$ cat src/rtl/seq_alu.sv
// seq_alu: handshaked multi-cycle ALU on WIDTH-bit unsigned operands.
// Functions: AND/OR/XOR/ADD/SUB in one cycle; MUL/DIV/REM iterate one bit per
// cycle (shift-add multiply, restoring divide) when SEQ_ALU_MULDIV_EN is
// defined. Without SEQ_ALU_MULDIV_EN those funcs behave as illegal (ans=0,
// ZF=1), DZ is tied low and the CALC state is never entered.
module seq_alu #(
   parameter int WIDTH = 20
) (
   input  logic             clk,
   input  logic             rst_n,
   input  logic             in_valid,
   output logic             in_ready,
   input  logic [WIDTH-1:0] in1,
   input  logic [WIDTH-1:0] in2,
   input  logic [3:0]       func,
   output logic             out_valid,
   input  logic             out_ready,
   output logic [WIDTH-1:0] ans,
   output logic             ZF,
   output logic             DZ
);

   typedef enum logic [1:0] {IDLE = 2'd0, CALC = 2'd1, DONE = 2'd2} state_t;

   state_t           state_q, state_d;
   logic [WIDTH-1:0] ans_q, ans_d;
   logic             zf_q, zf_d;
   logic [WIDTH-1:0] simp_ans;

`ifdef SEQ_ALU_MULDIV_EN
   localparam int CW = $clog2(WIDTH + 1);

   logic [CW-1:0]    cnt_q, cnt_d;
   // a: multiplicand (MUL) or dividend shifting into quotient (DIV/REM)
   // b: multiplier shifting right (MUL) or divisor (DIV/REM)
   // acc: product accumulator (MUL) or partial remainder (DIV/REM)
   logic [WIDTH-1:0] a_q, a_d, b_q, b_d, acc_q, acc_d;
   logic             is_mul_q, is_mul_d, is_rem_q, is_rem_d;
   logic             dz_q, dz_d;
   logic             simp_dz, go_calc;
   logic [WIDTH:0]   div_sh, div_diff;
   logic             div_ge;
   logic [WIDTH-1:0] it_a, it_b, it_acc, it_res;
`endif

   // Single-cycle results straight from the input operands; also decides
   // whether the accepted op needs the iterative engine.
   always_comb begin
      simp_ans = '0;
`ifdef SEQ_ALU_MULDIV_EN
      simp_dz  = 1'b0;
      go_calc  = 1'b0;
`endif
      case (func)
         4'b0000: simp_ans = in1 & in2;
         4'b0001: simp_ans = in1 | in2;
         4'b0010: simp_ans = in1 ^ in2;
         4'b0011: simp_ans = in1 + in2;
         4'b0100: simp_ans = in1 - in2;
`ifdef SEQ_ALU_MULDIV_EN
         4'b0101: go_calc = 1'b1;
         4'b0110: begin
            if (in2 == '0) begin
               simp_ans = '1;
               simp_dz  = 1'b1;
            end else begin
               go_calc = 1'b1;
            end
         end
         4'b0111: begin
            if (in2 == '0) begin
               simp_ans = in1;
               simp_dz  = 1'b1;
            end else begin
               go_calc = 1'b1;
            end
         end
`endif
         default: simp_ans = '0;
      endcase
   end

`ifdef SEQ_ALU_MULDIV_EN
   // One iteration of shift-add multiply or restoring divide.
   always_comb begin
      div_sh   = {acc_q, a_q[WIDTH-1]};
      div_diff = div_sh - {1'b0, b_q};
      // No borrow out of the top bit means the trial subtraction fits.
      div_ge   = ~div_diff[WIDTH];
      if (is_mul_q) begin
         it_acc = acc_q + (b_q[0] ? a_q : '0);
         it_a   = a_q << 1;
         it_b   = b_q >> 1;
         it_res = it_acc;
      end else begin
         it_acc = div_ge ? div_diff[WIDTH-1:0] : div_sh[WIDTH-1:0];
         it_a   = {a_q[WIDTH-2:0], div_ge};
         it_b   = b_q;
         it_res = is_rem_q ? it_acc : it_a;
      end
   end
`endif

   // Control FSM next-state and result capture.
   always_comb begin
      state_d  = state_q;
      ans_d    = ans_q;
      zf_d     = zf_q;
`ifdef SEQ_ALU_MULDIV_EN
      cnt_d    = cnt_q;
      a_d      = a_q;
      b_d      = b_q;
      acc_d    = acc_q;
      is_mul_d = is_mul_q;
      is_rem_d = is_rem_q;
      dz_d     = dz_q;
`endif
      case (state_q)
         IDLE: begin
            if (in_valid) begin
`ifdef SEQ_ALU_MULDIV_EN
               if (go_calc) begin
                  a_d      = in1;
                  b_d      = in2;
                  acc_d    = '0;
                  cnt_d    = CW'(WIDTH);
                  is_mul_d = (func == 4'b0101);
                  is_rem_d = (func == 4'b0111);
                  state_d  = CALC;
               end else begin
                  ans_d   = simp_ans;
                  zf_d    = (simp_ans == '0);
                  dz_d    = simp_dz;
                  state_d = DONE;
               end
`else
               ans_d   = simp_ans;
               zf_d    = (simp_ans == '0);
               state_d = DONE;
`endif
            end
         end
`ifdef SEQ_ALU_MULDIV_EN
         CALC: begin
            a_d   = it_a;
            b_d   = it_b;
            acc_d = it_acc;
            cnt_d = cnt_q - CW'(1);
            // Last iteration lands its result directly in the output regs.
            if (cnt_q == CW'(1)) begin
               ans_d   = it_res;
               zf_d    = (it_res == '0);
               dz_d    = 1'b0;
               state_d = DONE;
            end
         end
`endif
         DONE: begin
            if (out_ready) state_d = IDLE;
         end
         default: state_d = IDLE;
      endcase
   end

   // State and result registers.
   always_ff @(posedge clk or negedge rst_n) begin
      if (!rst_n) begin
         state_q <= IDLE;
         ans_q   <= '0;
         zf_q    <= 1'b0;
      end else begin
         state_q <= state_d;
         ans_q   <= ans_d;
         zf_q    <= zf_d;
      end
   end

`ifdef SEQ_ALU_MULDIV_EN
   // Iterative engine registers.
   always_ff @(posedge clk or negedge rst_n) begin
      if (!rst_n) begin
         cnt_q    <= '0;
         a_q      <= '0;
         b_q      <= '0;
         acc_q    <= '0;
         is_mul_q <= 1'b0;
         is_rem_q <= 1'b0;
         dz_q     <= 1'b0;
      end else begin
         cnt_q    <= cnt_d;
         a_q      <= a_d;
         b_q      <= b_d;
         acc_q    <= acc_d;
         is_mul_q <= is_mul_d;
         is_rem_q <= is_rem_d;
         dz_q     <= dz_d;
      end
   end
   assign DZ = dz_q;
`else
   assign DZ = 1'b0;
`endif

   assign in_ready  = (state_q == IDLE);
   assign out_valid = (state_q == DONE);
   assign ans       = ans_q;
   assign ZF        = zf_q;

endmodule
$ cat config.mk
export PLATFORM = sky130hd
export DESIGN_NAME = seq_alu
export DESIGN_NICKNAME = d
export VERILOG_FILES = /design/src/rtl/seq_alu.sv
export SDC_FILE = /design/constraint.sdc
export NUM_CORES = 1
export LEC_CHECK = 0
export BUFFER_PORTS_ARGS = -buffer_cell sky130_fd_sc_hd__buf_2
export CAP_MARGIN = 20
export CORE_UTILIZATION = 58
export CTS_BUF_LIST = sky130_fd_sc_hd__clkbuf_8
export DETAILED_ROUTE_END_ITERATION = 8
export PLACE_DENSITY = 0.85
export SLEW_MARGIN = 40
export SYNTH_ARGS = -nofsm -noshare
export SYNTH_HDL_FRONTEND = slang
export SYNTH_SLANG_ARGS = --single-unit
$ cat constraint.sdc
create_clock -name clk -period 2.1 [get_ports clk]
set_input_delay 0.525 -clock clk [delete_from_list [all_inputs] [get_ports clk]]
set_output_delay 0.525 -clock clk [all_outputs]
set_load 0.01 [all_outputs]
==> flow_summary.json, run 1 <==
{
  "haltStage": "5_1_grt",
  "ys_types": 56,
  "cts-root-buf": "clkbuf_8",
  "yosysSeqAreaShare": 0.162,
  "io_pins": 72,
  "clock-sinks": 22,
  "yosys_most_used_dff": "dfrtp_1",
  "ys_async_sr_fraction": 1.00,
  "cts.htree.levels": 1,
  "preCtsSetupSlack_ps": -1760,
  "grt_max_degree": 34,
  "synth_fp_nets": 526,
  "synth_edf_count": 0,
  "die_height_um": 78.5,
  "initial_core_util": 0.609,
  "syn_area_um2": 3400,
  "dp_cells": 675,
  "die_w_um": 78.5,
  "status": "stopped before the end",
  "worst_endpoint": "ZF$_DFFE_PN0P_/D",
  "dp_hpwl_um": 10100,
  "clock_path_buffers": 2,
  "worst-ep-kind": "register data pin",
  "syn_avg_cell_area_um2": 8.14,
  "cts_hold_buf": 0,
  "synthCells": 417,
  "io_buffers": 70,
  "numCtsBuffers": 3,
  "toolErrorMsg": "[ERROR DPL-0038] Utilization greater than 100%, impossible to legalize",
  "routabilityCongestion": 0.997,
  "synth_warnings": 0,
  "ys_seq_elements": 22,
  "placementRows": 27
}
[cells by family after synthesis]
logic type | share of synthesized area
adders and majority gates | 0.227
muxes | 0.0387
buffers and inverters | 0.0730
and+or+nand+nor | 0.156
DFF | 0.162
AOI/OAI and AO/OA | 0.268
xor gates and xnor gates | 0.0748
other | 0.00110
[per-stage QoR]
step                area [um2]  hold slack, ps
global placement          4850             460
detailed placement        4860             469
CTS                       5310             222
floorplan                 3520             229
[synthesized netlist by cell type (all sizes together) (6+ instances only)]
cell type / instances / share of area
xnor2: 24 / 0.062
a31oi: 7 / 0.017
a21o: 7 / 0.015
ha: 60 / 0.22
nor2: 26 / 0.029
buf: 6 / 0.015
o21a: 6 / 0.013
dfrtp: 22 / 0.16
mux2: 9 / 0.030
clkbuf: 10 / 0.011
inv: 42 / 0.046
o21ai: 29 / 0.043
nand2: 30 / 0.033
a22oi: 12 / 0.027
o211ai: 10 / 0.024
nand3: 7 / 0.010
a21oi: 24 / 0.035
nand4: 7 / 0.013
[repair_timing]
action                                  CTS
buffers inserted                         14
endpoints found under the hold margin     0
endpoints found under the setup margin   20
gates resized for setup                  61
pin swaps                                35
==> run 2, diff against run 1 <==
--- a/config.mk
+++ b/config.mk
@@ -7,10 +7,9 @@
 export LEC_CHECK = 0
 export BUFFER_PORTS_ARGS = -buffer_cell sky130_fd_sc_hd__buf_2
 export CAP_MARGIN = 20
-export CORE_UTILIZATION = 58
-export CTS_BUF_LIST = sky130_fd_sc_hd__clkbuf_8
+export CORE_UTILIZATION = 40
 export DETAILED_ROUTE_END_ITERATION = 8
-export PLACE_DENSITY = 0.85
+export PLACE_DENSITY_LB_ADDON = 0.15
 export SLEW_MARGIN = 40
 export SYNTH_ARGS = -nofsm -noshare
 export SYNTH_HDL_FRONTEND = slang
==> run 2 against run 1 <==
  * Synthesized cell count unchanged
  * The flow now finishes, with violations (setup timing)
  * Synthesized area unchanged
==> flow_summary.json, run 2 <==
{
  "clk_latency_ps": 250,
  "syn_area_um2": 3400,
  "die_w_um": 94.1,
  "end_kind": "flop",
  "cp-start-kind": "input port",
  "synth_fp_nets": 526,
  "grt_setup_unrepaired": "true",
  "cts.htree.levels": 1,
  "layout_commonest_cell": "buf_4",
  "yosysTopAreaCellShare": 0.221,
  "routed_via_density": 5.41,
  "synth_edf_count": 0,
  "clock-sinks": 22,
  "layout_common_cells": "buf_4, buf_2, ha_1, inv_1, nand2_1",
  "synth_top_area_cell": "ha_1",
  "ys_seq_elements": 22,
  "initial_core_util": 0.413,
  "cap_violations": 0,
  "yosysSeqAreaShare": 0.162,
  "overflow": 0,
  "peakVddDrop_v": 0.000191,
  "dp_hpwl_um": 9020,
  "slew_viol_final": 0,
  "yosys_most_used_dff": "dfrtp_1",
  "grt_pass1_wl_um": 18100,
  "slew_headroom": 0.632,
  "clock_path_buffers": 2,
  "synth_warnings": 0,
  "drive_above_1_share": 0.543,
  "worstSetupPathType": "in -> reg",
  "route.detailed.drc": 0,
  "fill_cells": 642,
  "final_nets": 764,
  "ys_async_sr_fraction": 1.00,
  "cp.arrival_ps": 3670,
  "hold_path.class": "in -> async",
  "final_core_util": 0.719,
  "wl_um": 11900,
  "synth_commonest_cells": "ha_1, inv_1, nand2_1, o21ai_0, nor2_1",
  "ant_nets": 0,
  "drt_first_pass_iters": 5,
  "cts_hold_buf": 0,
  "wl_per_cell_um": 15.6,
  "powerDensity_nw_per_um2": 413,
  "p_leak_nw": 2.96,
  "worst_slew_pin_slew_ps": 548,
  "yosysMostFrequentCell": "ha_1",
  "routabilityCongestion": 0.889,
  "io_pins": 72,
  "worstPathMaxFanout": 7,
  "die_height_um": 94.1,
  "hold_violations": 0,
  "clock.fmax_mhz": 286,
  "first_iter_violations": 210,
  "violations": "setup timing",
  "io_buffers": 70,
  "via_count": 4105,
  "period_needed_ps": 3500,
  "grt_antenna_before_repair": 0,
  "cts_tree": "built",
  "die_area_um2": 8860,
  "syn_avg_cell_area_um2": 8.14,
  "cts-root-buf": "clkbuf_8",
  "clk_pin_slew_ps": 80,
  "numCtsBuffers": 3,
  "final_critical_path_setup_slack_ps": -1400,
  "grt_max_degree": 34,
  "fin_crit_sh": 1.67,
  "netlist_top_cells_area": "ha_1, dfrtp_1, xnor2_1, inv_1, o21ai_0",
  "synthCells": 417,
  "grt_util_all_layers": 0.256,
  "clock-skew-final_ps": 3.24,
  "ys_types": 56,
  "largest_reg_flops": 20,
  "finalSetupViolCount": 20,
  "placementRows": 33,
  "status": "complete, but fails checks",
  "areaGrowthSynthToFinish_pct": 74.1,
  "totalNegativeSetupSlack_ps": -16620,
  "grt_pass1_vias": 3903,
  "insertedDiodeCount": 0,
  "crit_required_ps": 2270,
  "core-area_um2": 8220
}
-- run 2: cell counts after synthesis --
No cell type changed its count.
-- run 2: logic make-up (layout without fill, tap and decap cells) --
logic type / Yosys count / count (layout) / synth area share
AOI/OAI and AO/OA: 131 / 131 / 0.268
and+or+nand+nor: 103 / 103 / 0.156
adders and majority gates: 61 / 61 / 0.227
buffers and inverters: 58 / 295 / 0.0730
xor gates and xnor gates: 29 / 29 / 0.0748
DFF: 22 / 22 / 0.162
muxes: 12 / 12 / 0.0387
other: 1 / 1 / 0.00110
-- run 2: path summary, 6_finish.rpt --
check | from | to | slack [ps] | cells past startpoint
worst max-delay path | func[0] | ZF | -1400 | 18
worst min-delay path | rst_n | ans[1] | 210 | 1
worst max register to register | state_q[1] | ZF | -70 | 8
worst min register to register | ans[16] | ans[16] | 470 | 2
max in group asynchronous | rst_n | ans[18] | 1560 | 1
min in group clk | out_ready | state_q[1] | 450 | 2
-- run 2: metrics by stage --
| stage | worst slack (ps) | hold slack, ps | cells | power (mW) | area, um2 |
|---|---|---|---|---|---|
| floorplan | -1380 | 229 | 417 | 1.21 | 3520 |
| global placement | -1610 | 461 | 727 | 1.77 | 5030 |
| detailed placement | -1720 | 471 | 727 | 1.80 | 5030 |
| CTS | -1250 | 226 | 748 | 2.24 | 5540 |
| global route | -1510 | 250 | 759 | 2.61 | 5910 |
| finish | -1400 | 213 | 759 | 2.44 | 5910 |
-- run 2: cell type report --
cell class / count / area [um2] / area share
timing repair buffer: 249 / 1810 / 0.307
sequential: 22 / 551 / 0.0931
clock buffer: 4 / 55.1 / 0.00931
inverter: 42 / 158 / 0.0267
multi-input combinational: 337 / 3200 / 0.542
tap: 105 / 131 / 0.0222
-- run 2: worst max-delay path, cell delays in order --
cell       delay [ps]
buf_8             100
buf_6             110
nor4b_4           220
buf_6             180
a21o_1            110
xnor2_1            70
ha_1              360
o21a_1            140
o31a_1            270
buf_6             140
o2111ai_4         130
buf_6             150
a21oi_4           190
o21a_1            220
o211ai_1          120
a211oi_1          300
nand4_1           140
o31ai_2           180
-- run 2: layer usage --
layer | global-route usage | up-vias | part of all wire
li1 | - | 2011 | -
met1 | 0.339 | 1960 | 0.45
met4 | 0.0551 | 0 | 0.0085
met5 | 0 | - | 0
met2 | 0.456 | 122 | 0.50
met3 | 0.0113 | 12 | 0.042
-- run 2: report_power, final --
part           switching [mW]  total (mW)  internal [mW]  leakage [nW]
sequential             0.0340       0.528          0.494         0.294
combinational           0.790        1.62          0.835          2.64
clock                   0.125       0.292          0.167        0.0288
total                   0.949        2.44           1.50          2.96
-- run 2: what timing repair did --
item	4_1_cts	5_1_grt
hold endpoints to repair	0	0
gates resized for setup	72	58
gates cloned	0	0
setup buffers	18	16
endpoints found under the setup margin	20	20
pin swaps	49	45
Note: power is estimated with default switching activity, not from simulation.
==> run 3, diff against run 2 <==
--- a/config.mk
+++ b/config.mk
@@ -5,6 +5,7 @@
 export SDC_FILE = /design/constraint.sdc
 export NUM_CORES = 1
 export LEC_CHECK = 0
+export ABC_AREA = 1
 export BUFFER_PORTS_ARGS = -buffer_cell sky130_fd_sc_hd__buf_2
 export CAP_MARGIN = 20
 export CORE_UTILIZATION = 40
==> run 3 against run 2 <==
  * The run still ends with setup timing left
  * Non-clock buffer count is 20 lower
  * Utilization is 1.3 points lower
  * Synthesized area is 12% higher
  * Power is 7.0% higher
  * Global-route usage is 0.94 points higher
  * Routed wire length is 14% higher
  * Register-to-register slack better by 810 ps
  * Sequential power is 4.0% higher
  * Clock skew is 0.63 ps lower
  * Combinational power is 9.9% higher
==> flow_summary.json, run 3 <==
{
  "status": "complete, but fails checks",
  "violations": "setup timing",
  "wl_um": 13500,
  "worst_slew_pin_slew_ps": 549,
  "crit_chain": "buf_12, inv_16, ha_4, inv_2, nor3_4, nand3_2, nor3_4, nand3_2, nor3_4, buf_4, a21oi_2, xor2_2, ha_4, nand2_4, buf_6, nor4_4, nand2_1, nand2_1, nand2_1, nand3_2, nand2_1, nor2_1, nand3_1, nand2_1",
  "drt_first_pass_iters": 5,
  "ys_async_sr_fraction": 1.00,
  "slowest_delay_ps": 330,
  "die_height_um": 99.5,
  "synth_edf_count": 0,
  "cp.arrival_ps": 3500,
  "hold_path.class": "in -> async",
  "worst_path_most_repeated_cell": "nand2_1",
  "syn_area_um2": 3800,
  "crit_required_ps": 2290,
  "slew_headroom": 0.634,
  "insertedDiodeCount": 0,
  "grt_util_all_layers": 0.265,
  "final_critical_path_setup_slack_ps": -1210,
  "cp_slowest_cell": "ha_4",
  "yosysMostFrequentCell": "nand2_1",
  "wl_per_cell_um": 14.0,
  "io_pins": 72,
  "dp_hpwl_um": 10500,
  "multi_input_area_um2": 3590,
  "cts.htree.levels": 1,
  "layout_commonest_cell": "buf_4",
  "ys_types": 40,
  "clk_pin_slew_ps": 70,
  "finalSetupViolCount": 19,
  "grt_pass1_vias": 4559,
  "yosys_most_used_dff": "dfrtp_1",
  "yosysTopAreaCellShare": 0.197,
  "preCtsSetupSlack_ps": -1710,
  "synth_fp_nets": 726,
  "totalNegativeSetupSlack_ps": -14750,
  "grt_max_degree": 23,
  "die_w_um": 99.5,
  "period_needed_ps": 3310,
  "hold_violations": 0,
  "slew_viol_final": 0,
  "powerDensity_nw_per_um2": 401,
  "crit_family": "simple AND/OR/NAND/NOR gates",
  "cp-start-kind": "input port",
  "p_leak_nw": 3.55,
  "seqCellArea_um2": 551,
  "syn_avg_cell_area_um2": 6.16,
  "cp_num_buf_inv": 5,
  "clock.fmax_mhz": 302,
  "placementRows": 35,
  "via_count": 4765,
  "cap_violations": 0,
  "synth_top_area_cell": "ha_1",
  "synth_warnings": 0,
  "ys_seq_elements": 22,
  "cts-root-buf": "clkbuf_8",
  "peakVddDrop_v": 0.000320,
  "ant_nets": 0,
  "routed_via_density": 4.92,
  "end_kind": "flop",
  "worstSetupPathType": "in -> reg",
  "worstPathMaxFanout": 5,
  "netlist_top_cells_area": "ha_1, nand2_1, dfrtp_1, inv_1, nand3_1",
  "routabilityCongestion": 0.969,
  "route.detailed.drc": 0,
  "first_iter_violations": 214,
  "grt_pass1_wl_um": 21100,
  "clk_latency_ps": 250,
  "synth_commonest_cells": "nand2_1, inv_1, nor2_1, ha_1, nand3_1",
  "overflow": 0,
  "fill_cells": 724,
  "largest_reg_flops": 20,
  "clock-sinks": 22,
  "areaGrowthSynthToFinish_pct": 71.7,
  "numCtsBuffers": 3,
  "cts_tree": "built",
  "initial_core_util": 0.411,
  "clock-skew-final_ps": 2.60,
  "io_buffers": 70,
  "core-area_um2": 9240,
  "layout_common_cells": "buf_4, nand2_1, inv_1, buf_2, ha_1",
  "grt_setup_unrepaired": "true",
  "drive_above_1_share": 0.489,
  "die_area_um2": 9900,
  "final_nets": 949,
  "grt_antenna_before_repair": 0,
  "yosysSeqAreaShare": 0.145,
  "clock_path_buffers": 2,
  "synthCells": 617,
  "fin_crit_sh": 1.58
}
run 3: cell count changes in the layout (fill, tap and decap cells not counted), sizes merged, moves of 12 or more:
cell and change:
nand2 +135, inv +75, nand3 +47, nor2 +43, xnor2 -24, buf -20, xor2 +14, a22oi -12
run 3: worst paths after layout:
path                                 start    endpoint  slack (ps)  cells past startpoint
worst max-delay path                in2[0]          ZF       -1210                     24
worst min-delay path                 rst_n      ans[4]         220                      1
worst max register to register  state_q[1]          ZF         740                     11
worst min register to register      ans[4]      ans[4]         470                      2
max in group asynchronous            rst_n     ans[17]        1570                      1
min in group clk                 out_ready  state_q[1]         460                      2
run 3: final cells by class:
class                      count  area share
multi-input combinational    465       0.551
timing repair buffer         229       0.258
sequential                    22      0.0844
inverter                     119      0.0740
tap                          129      0.0247
clock buffer                   4     0.00844
run 3: timing repair:
item | CTS | global route
pin swaps | 49 | 42
endpoints found under the setup margin | 20 | 20
setup buffers | 19 | 10
endpoints found under the hold margin | 0 | 0
resized for setup | 116 | 68
hold buffers | 0 | 0
run 3: logic make-up (layout without fill, tap and decap cells):
| logic type | count (synthesis) | count (layout) | share of synthesized area |
|---|---|---|---|
| AND/OR/NAND/NOR | 315 | 315 | 0.357 |
| AO/OA/AOI/OAI | 69 | 69 | 0.113 |
| adder cells (fa/ha/maj) | 61 | 61 | 0.203 |
| buffers and inverters | 130 | 352 | 0.138 |
| other | 1 | 1 | 0.000987 |
| XOR/XNOR | 19 | 19 | 0.0438 |
| flip-flops | 22 | 22 | 0.145 |
run 3: power by group:
part           leakage [nW]  switching, mW  internal, mW
Combinational          3.25          0.982         0.798
Clock                0.0288          0.121         0.167
Sequential            0.276         0.0426         0.507
run 3: per-stage QoR:
stage                     total power [mW]  std cells   util  instance area [um2]  hold WS [ps]
after global placement                1.89        935  0.596                 5510           454
after floorplan                       1.33        617      -                 4070           229
after CTS                             2.41        958  0.664                 6130           232
after detailed placement              1.92        935  0.596                 5510           461
final                                 2.62        968  0.706                 6530           215
after global routing                  2.80        968  0.706                 6530           259
run 3: layer usage:
metal,up-vias,share of wire,GRT usage,wire length [um]
met1,2186,0.46,0.364,6280
met5,-,0,0,0
li1,2418,-,-,-
met4,0,0.019,0.0498,257
met3,25,0.037,0.00703,506
met2,136,0.48,0.468,6490
==> run 4, diff against run 3 <==
--- a/config.mk
+++ b/config.mk
@@ -9,6 +9,7 @@
 export BUFFER_PORTS_ARGS = -buffer_cell sky130_fd_sc_hd__buf_2
 export CAP_MARGIN = 20
 export CORE_UTILIZATION = 40
+export CTS_BUF_LIST = sky130_fd_sc_hd__clkbuf_16
 export DETAILED_ROUTE_END_ITERATION = 8
 export PLACE_DENSITY_LB_ADDON = 0.15
 export SLEW_MARGIN = 40
==> run 4 against run 3 <==
  * The run still ends with setup timing left
  * Clock skew fell by 1.0 ps
  * Critical path depth fell by 1
  * Final area fell by 1.9%
  * Register-to-register slack got worse by 40 ps
  * First-iteration DRC count rose by 20%
  * Flip-flop and latch count did not move
  * Routed wire length rose by 2.4%
  * Maximum frequency fell by 0.23%
  * Combinational power fell by 4%
  * Power rose by 0.98%
  * Global-route usage barely moved
  * Non-clock buffer count fell by 9
==> flow_summary.json, run 4 (synthesis results as in run 3) <==
{
  "grt_util_all_layers": 0.265,
  "routabilityCongestion": 0.969,
  "wl_met3_um": 519,
  "first_iter_violations": 257,
  "worstSetupPathType": "in -> reg",
  "insertedDiodeCount": 0,
  "final_nets": 940,
  "power_mw": 2.64,
  "core-area_um2": 9240,
  "cts.htree.levels": 1,
  "crit_required_ps": 2270,
  "die_height_um": 99.5,
  "wl_per_cell_um": 14.4,
  "p_leak_nw": 3.52,
  "drt_first_pass_iters": 7,
  "peakVddDrop_v": 0.000348,
  "route.met2.wl_um": 6680,
  "placementRows": 35,
  "areaGrowthSynthToFinish_pct": 68.4,
  "finalSetupViolCount": 19,
  "hold_path.class": "in -> async",
  "io_buffers": 70,
  "via_count": 4769,
  "grt_antenna_before_repair": 0,
  "die_area_um2": 9900,
  "slew_viol_final": 0,
  "clock-sinks": 22,
  "drive_above_1_share": 0.466,
  "clock-skew-final_ps": 1.57,
  "cts_hold_buf": 0,
  "layout_common_cells": "buf_4, nand2_1, inv_1, buf_2",
  "clock.fmax_mhz": 302,
  "hold_violations": 0,
  "routed_via_density": 4.97,
  "clk_pin_slew_ps": 50,
  "violations": "setup timing",
  "end_kind": "flop",
  "io_pins": 72,
  "cts-root-buf": "clkbuf_16",
  "fin_crit_sh": 1.58,
  "overflow": 0,
  "grt_pass1_vias": 4558,
  "layout_commonest_cell": "buf_4",
  "clk_latency_ps": 250,
  "preCtsSetupSlack_ps": -1710,
  "clock_path_buffers": 2,
  "wl_met1_um": 6370,
  "ant_nets": 0,
  "status": "complete, but fails checks",
  "routed.top_layer": "met4",
  "initial_core_util": 0.411,
  "cp.arrival_ps": 3480,
  "cp-start-kind": "input port",
  "cts_tree": "built",
  "numCtsBuffers": 3,
  "largest_reg_flops": 20,
  "holdWs_ps": 227,
  "route.detailed.drc": 0,
  "worstPathMaxFanout": 4,
  "die_w_um": 99.5,
  "grt_max_degree": 23,
  "grt_pass1_wl_um": 21000,
  "grt_setup_unrepaired": "true",
  "final_critical_path_setup_slack_ps": -1220,
  "dp_hpwl_um": 10500,
  "wl_um": 13900,
  "period_needed_ps": 3320,
  "powerDensity_nw_per_um2": 413,
  "r2r_cells": 11,
  "cap_violations": 0
}
## run 4: worst paths after layout
path / from / endpoint / slack (ps)
min: rst_n / ans[4] / 230
max reg2reg: state_q[1] / ZF / 700
max in group asynchronous: rst_n / ans[16] / 1550
min reg2reg: ans[4] / ans[4] / 470
min in group clk: ans[4] / ans[4] / 470
max: in2[0] / ans[19] / -1220
## run 4: per-stage QoR
step           instance area [um2]   util  std cells  setup TNS, ps
6_report                      6400  0.693        959         -14240
5_1_grt                       6400  0.693        959         -16860
4_1_cts                       6030  0.652        948         -13690
3_5_place_dp                  5510  0.596        935         -22260
3_3_place_gp                  5510  0.596        935         -20540
2_1_floorplan                 4070      -        617          -8250
## run 4: repair_timing
action | 4_1_cts | 5_1_grt
pin swaps | 37 | 29
resized for setup | 96 | 68
buffers inserted | 9 | 11
setup endpoints to repair | 20 | 20
## run 4: worst max-delay path, cell delays in order
cell     delay [ps]
buf_12          120
inv_16           50
ha_4            120
inv_2            40
nor3_4          150
nand3_2         140
nor3_4          180
nand3_2         130
nor3_4          190
buf_6           140
a21oi_2          50
xor2_1          150
ha_1            360
nand2_2         140
nor3_4          160
and2_4          170
nand2_1          70
nand2_1          80
nor2_1           40
nand2_1          70
nand3_2         100
buf_4           150
a31oi_1         150
## run 4: power by group
group	total (mW)	switching, mW	internal (mW)
logic	1.71	0.955	0.750
clock network	0.386	0.133	0.253
registers	0.550	0.0424	0.508
## run 4: layer usage
layer,vias up,GRT usage
met5,-,0
met4,0,0.0588
met3,31,0.00914
met2,158,0.472
met1,2187,0.356
li1,2393,-
## run 4: cell type report
class	instances	area [um2]
Tap cell	129	161
Timing Repair Buffer	220	1580
Fill cell	747	2840
Clock buffer	3	75.1
Clock inverter	1	3.75
Inverter	119	489
Multi-Input combinational cell	465	3540
Sequential cell	22	551
